File: config.mk
export PLATFORM = sky130hd
export DESIGN_NAME = aurora_hls_nfc_tx
export DESIGN_NICKNAME = d
export VERILOG_FILES = /design/src/rtl/aurora_hls_nfc_tx.sv
export SDC_FILE = /design/constraint.sdc
export NUM_CORES = 1
export LEC_CHECK = 0
export ABC_AREA = 1
export CAP_MARGIN = 20
export CORE_UTILIZATION = 40
export DETAILED_ROUTE_END_ITERATION = 12
export PLACE_DENSITY = 0.71
export SLEW_MARGIN = 20
export SYNTH_ARGS = -nofsm -noshare
export SYNTH_HDL_FRONTEND = slang
export SYNTH_SLANG_ARGS = --single-unit
File: constraint.sdc
create_clock -name user_clk -period 3.9 [get_ports user_clk]
set_input_delay 0.585 -clock user_clk [delete_from_list [all_inputs] [get_ports user_clk]]
set_output_delay 0.585 -clock user_clk [all_outputs]
set_load 0.02 [all_outputs]
File: src/rtl/aurora_hls_nfc_tx.sv
// Aurora native flow control request generator: XOFF/XON from the RX FIFO fill flags.
// Optional statistics counters are enabled by defining AURORA_NFC_STATS_EN.
module aurora_hls_nfc_tx #(
    parameter int unsigned RESUME_DELAY = 16,
    parameter logic [15:0] XOFF_CODE    = 16'h0100,
    parameter logic [15:0] XON_CODE     = 16'h0000
) (
    input  logic        user_clk,
    input  logic        ap_rst_n_u,
    input  logic        channel_up_u,
    input  logic        fifo_rx_prog_full_u,
    input  logic        fifo_rx_almost_full_u,
    input  logic        clear_u,
    output logic        s_axi_nfc_tvalid_u,
    input  logic        s_axi_nfc_tready_u,
    output logic [15:0] s_axi_nfc_tdata_u,
    output logic        nfc_paused_u,
    output logic        nfc_overrun_u
`ifdef AURORA_NFC_STATS_EN
    ,
    output logic [31:0] nfc_xoff_count_u,
    output logic [31:0] nfc_xon_count_u,
    output logic [31:0] nfc_pause_cycles_u
`endif
);

    localparam int unsigned            TIMER_W    = $clog2(RESUME_DELAY + 1);
    localparam logic [TIMER_W-1:0]     TIMER_LAST = TIMER_W'(RESUME_DELAY - 1);

    typedef enum logic [1:0] {
        ST_RUN,
        ST_SEND_XOFF,
        ST_PAUSED,
        ST_SEND_XON
    } state_t;

    state_t             state_q, state_d;
    logic               tvalid_q, tvalid_d;
    logic [15:0]        tdata_q, tdata_d;
    logic               paused_q, paused_d;
    logic               overrun_q, overrun_d;
    logic [TIMER_W-1:0] timer_q, timer_d;

    logic xoff_hs;
    logic xon_hs;

    assign xoff_hs = channel_up_u && (state_q == ST_SEND_XOFF) && s_axi_nfc_tready_u;
    assign xon_hs  = channel_up_u && (state_q == ST_SEND_XON)  && s_axi_nfc_tready_u;

    // NOTE: every variable gets its hold value first so no path through the case infers a latch.
    always_comb begin
        state_d  = state_q;
        tvalid_d = tvalid_q;
        tdata_d  = tdata_q;
        paused_d = paused_q;
        timer_d  = timer_q;

        if (!channel_up_u) begin
            // Link NFC state resets with the channel, so any pending request is dropped.
            state_d  = ST_RUN;
            tvalid_d = 1'b0;
            tdata_d  = 16'h0000;
            paused_d = 1'b0;
            timer_d  = '0;
        end else begin
            case (state_q)
                ST_RUN: begin
                    if (fifo_rx_prog_full_u) begin
                        state_d  = ST_SEND_XOFF;
                        tvalid_d = 1'b1;
                        tdata_d  = XOFF_CODE;
                    end
                end
                ST_SEND_XOFF: begin
                    if (xoff_hs) begin
                        state_d  = ST_PAUSED;
                        tvalid_d = 1'b0;
                        paused_d = 1'b1;
                        timer_d  = '0;
                    end
                end
                ST_PAUSED: begin
                    if (fifo_rx_prog_full_u) begin
                        timer_d = '0;
                    end else if (timer_q == TIMER_LAST) begin
                        state_d  = ST_SEND_XON;
                        tvalid_d = 1'b1;
                        tdata_d  = XON_CODE;
                        timer_d  = '0;
                    end else begin
                        timer_d = timer_q + TIMER_W'(1);
                    end
                end
                ST_SEND_XON: begin
                    if (xon_hs) begin
                        state_d  = ST_RUN;
                        tvalid_d = 1'b0;
                        paused_d = 1'b0;
                    end
                end
                default: state_d = ST_RUN;
            endcase
        end
    end

    // Set wins over a simultaneous clear.
    always_comb begin
        overrun_d = (channel_up_u && fifo_rx_almost_full_u) || (overrun_q && !clear_u);
    end

    // NOTE: state registers use non-blocking assignments so every flop samples pre-edge values.
    // NOTE: all flops here are control state, so every one of them takes the async reset.
    always_ff @(posedge user_clk or negedge ap_rst_n_u) begin
        if (!ap_rst_n_u) begin
            state_q   <= ST_RUN;
            tvalid_q  <= 1'b0;
            tdata_q   <= 16'h0000;
            paused_q  <= 1'b0;
            overrun_q <= 1'b0;
            timer_q   <= '0;
        end else begin
            state_q   <= state_d;
            tvalid_q  <= tvalid_d;
            tdata_q   <= tdata_d;
            paused_q  <= paused_d;
            overrun_q <= overrun_d;
            timer_q   <= timer_d;
        end
    end

    assign s_axi_nfc_tvalid_u = tvalid_q;
    assign s_axi_nfc_tdata_u  = tdata_q;
    assign nfc_paused_u       = paused_q;
    assign nfc_overrun_u      = overrun_q;

`ifdef AURORA_NFC_STATS_EN
    logic [31:0] xoff_cnt_q, xoff_cnt_d;
    logic [31:0] xon_cnt_q, xon_cnt_d;
    logic [31:0] pause_cnt_q, pause_cnt_d;

    // Clear beats increment; the count holds at all-ones instead of wrapping.
    function automatic logic [31:0] sat_next(input logic [31:0] cnt, input logic inc, input logic clr);
        logic [31:0] nxt;
        nxt = cnt;
        if (clr) begin
            nxt = 32'd0;
        end else if (inc && (cnt != 32'hFFFF_FFFF)) begin
            nxt = cnt + 32'd1;
        end
        return nxt;
    endfunction

    always_comb begin
        xoff_cnt_d  = sat_next(xoff_cnt_q, xoff_hs, clear_u);
        xon_cnt_d   = sat_next(xon_cnt_q, xon_hs, clear_u);
        pause_cnt_d = sat_next(pause_cnt_q, paused_q, clear_u);
    end

    always_ff @(posedge user_clk or negedge ap_rst_n_u) begin
        if (!ap_rst_n_u) begin
            xoff_cnt_q  <= 32'd0;
            xon_cnt_q   <= 32'd0;
            pause_cnt_q <= 32'd0;
        end else begin
            xoff_cnt_q  <= xoff_cnt_d;
            xon_cnt_q   <= xon_cnt_d;
            pause_cnt_q <= pause_cnt_d;
        end
    end

    assign nfc_xoff_count_u   = xoff_cnt_q;
    assign nfc_xon_count_u    = xon_cnt_q;
    assign nfc_pause_cycles_u = pause_cnt_q;
`endif

endmodule

==> metrics list <==
- Once routing completed, OpenROAD measured the worst setup slack at 1.96 ns.
* TritonCTS clock tree: built
- In this run the number of cells on the critical path is 1.
* Synth warn: 0
* Input/output buffers: 10
- Routability-driven placement finished with a final weighted congestion of 0.821.
* Initial Util: 44.9%
* Root buf cell: sky130_fd_sc_hd__clkbuf_4
- In the final timing run, aggregate negative setup slack is 0 ns.
- Counting distinct cell types in the post-synthesis netlist gives 25.
* Power per Cell Area: 529 nW/um^2
* Peak ir drop on the vdd network: 0.252 mV
- In this design, the stage delay of the slowest critical-path cell is 0.64 ns.
- Data on the critical path is required at its endpoint by 3.31 ns.
- Clock-pin slew of the registers on the worst-case setup and hold paths: 0.06 ns
- Hold path depth: 2
- In the synthesized netlist the async set-or-reset flop fraction comes to 100%.
* Highest achievable clock rate: 0.514 GHz
- Grt peak-use layer: met1
* Shortest clock period the worst path allows after layout: 1.94 ns
- Final hold analysis gives a worst-case slack of 0.474 ns.
- Synthesized instance count: 107
- Overall die area: 2230 um^2
- At the worst endpoint, the arrival time is 1.36 ns.
* Crit Reg-Reg Startpoint: s_axi_nfc_tvalid_u
- Post-CTS Hold Buffers: 0
- For the final database, setup skew stands at 0.00348 ns.
* Largest delay contributor family on the critical path: buffers and inverters
- In this run the most critical hold path is launched from s_axi_nfc_tdata_u[8].
- For met2 alone, demand over resource in global routing was 20.3%.
- Number of global-route vias before repair: 532
- The endpoint identified for the worst register-to-register timing path is timer_q[3].
- Max-slew headroom at the worst pin: 64.3%
- Largest fanout of any net on the critical path: 7
- Worst Hold Class: register to register
- At the placement stage, the worst setup path has a slack of 1.79 ns.
* Most area-consuming cells after synthesis: sky130_fd_sc_hd__dfrtp_1 31%, sky130_fd_sc_hd__buf_4 14%, sky130_fd_sc_hd__nand2_1 12%
- Setup repair after global routing left no endpoint under its margin.
- After synthesis the netlist holds a flip-flop and latch count of 10.
* Register-to-register setup slack: 2.44 ns
- Across every metal layer, demand over resource in global routing totals 15.5%.
* Actual slew at the worst max-slew pin: 0.533 ns
- A synthesized cell averages 7.65 um^2.
- Synth top area share: 30.6%
- Outcome: completed
- With fillers left out, the area of the finished cells amounts to 901 um^2.
- The die is 47.2 um wide.
* Highest-delay cell along the critical path: sky130_fd_sc_hd__clkdlybuf4s50_1
- The total overflow left after global routing is 0.
- Num rows: 15
- The die is 47.2 um tall.
- Number of cells traversed by the worst register-to-register path: 9
* Count leader, synth: sky130_fd_sc_hd__nand2_1
- Clock buffer count from CTS: 3
* Global Route met3 Usage: 3.46%
- Drt first pass iters: 4
- Total core area: 1820 um^2
- Predominant post-synthesis flop cell: sky130_fd_sc_hd__dfrtp_1
- Worst hold endpoint: s_axi_nfc_tdata_u[8]
- sky130_fd_sc_hd__dfrtp_1 takes more of the synthesized area than any other cell.
- The routed layout has 619 vias.
- Period utilisation layout: 49.9%
* Largest net degree at the start of global routing: 13
* First-pass GRT wire length: 2320 um
- Compared with the post-synthesis result, the final layout area differs by 10.1%.
- The final count of pins violating max slew is 0.
- After synthesis the cells add up to 818 um^2.
- HPWL after detailed placement: 1120 um
* Post-DR vias/cell: 4.33
- Number of gates resized after cts: 0
- For this run, design rule violations remaining after detail routing come to 0.
- TritonCTS sink count: 10
- Buffer depth of the longest clock path: 2
- Crit. End Element: primary output
- Leak: 0.473 nW
* Number of antenna cells inserted: 0
- In the final design database the tool counted 132 nets.
- After the first detailed-routing iteration, the DRC count stood at 4.
- Number of violations of the max-capacitance limit: 0
- Initial antenna violation count: 0
- Counting both buffers and inverters, the worst setup path holds a total of 1.
* DRT Wirelength: 1400 um
- The final hold violation count is 0.
- Once detail routing completed, the nets flagged for antenna violations numbered 0.
- Counting flops with a built-in enable in the synthesized netlist gives 0.
- The post-route netlist has 16.9% of its cells at a drive strength greater than 1.
* Chain of cells forming the critical path: clkdlybuf4s50_1
* Placement-stage cell area: 878 um^2
- Sequential cells were found to cover 30.6% of the synthesized design area.
- At the later pin of the worst-skew pair, clock insertion delay measures 0.26 ns.
* Wire length per cell after detailed routing: 9.81 um
- Pin placement for this block handled 26 I/O pins.
* Setup CP Type: register to primary output
* Deepest level of the CTS H-tree: 1
- After synthesis, the most frequently instantiated cells are 26 x sky130_fd_sc_hd__nand2_1, 15 x sky130_fd_sc_hd__buf_4, 11 x sky130_fd_sc_hd__inv_1, 10 x sky130_fd_sc_hd__dfrtp_1.
- For met1 alone, demand over resource in global routing was 22.5%.
* Count of final setup violators: 0
* Setup fix buffers added after clock tree synthesis: 0
- STA classifies the critical path startpoint as a register.
==> worst max path at each step <==
stage,startpoint,endpoint
finish,s_axi_nfc_tvalid_u,s_axi_nfc_tvalid_u
global route,s_axi_nfc_tvalid_u,s_axi_nfc_tvalid_u
floorplan,s_axi_nfc_tvalid_u,timer_q[2]
global placement,channel_up_u,state_q[1]
CTS,s_axi_nfc_tvalid_u,s_axi_nfc_tvalid_u
detailed placement,channel_up_u,state_q[1]
==> sequential cells by signal (all words and copies together), names as in the netlist <==
name	cells
nfc_overrun_u	1
s_axi_nfc_tvalid_u	1
timer_q	5
s_axi_nfc_tdata_u	1
state_q	1
nfc_paused_u	1
==> cells in the final DEF, fill, tap and decap left out, drive strengths merged <==
cell type and count:
nand2 32, a21oi 3, o21ai 3, nor3 1, nand3b 1, ha 5, clkbuf 3, conb 15
dfrtp 10, inv 13, nand3 10, clkinv 1, nand4 1, o21a 1, clkdlybuf4s50 10, nor2 9
==> cell type report <==
class | count | area [um^2]
sequential | 10 | 250
inverter | 14 | 52.6
fill | 203 | 920
tap | 25 | 31.3
clock buffer | 3 | 22.5
timing repair buffer | 10 | 100
multi-input combinational | 81 | 444
==> layer usage <==
layer  vias to the layer above  wire, um
li1                        324         -
met1                       277       691
met2                        16       642
met3                         2        57
met4                         0        11
met5                         -         0
==> cells by family (layout without fill, tap and decap cells) <==
family	count (synthesis)	after routing	synth area share [%]
AO/OA/AOI/OAI	7	7	5.50
adder cells (fa/ha/maj)	5	5	7.65
AND/OR/NAND/NOR	54	54	34.3
flip-flops	10	10	30.6
other	1	15	0.458
buffers and inverters	30	27	21.6
==> power breakdown <==
part / internal, W / total, W / switching, W / leakage [nW]
logic: 0.0000985 / 0.000257 / 0.000159 / 0.326
clock network: 0.0000356 / 0.0000696 / 0.0000340 / 0.0138
registers: 0.000127 / 0.000150 / 0.0000232 / 0.133
==> through the flow <==
step | util [%] | power, W | instances
global route | 49.5 | 0.000524 | 143
detailed placement | 48.2 | 0.000411 | 140
finish | 49.5 | 0.000477 | 143
floorplan | - | 0.000350 | 121
CTS | 49.5 | 0.000485 | 143
global placement | 48.2 | 0.000406 | 140
Note: power is estimated with default switching activity, not from simulation.
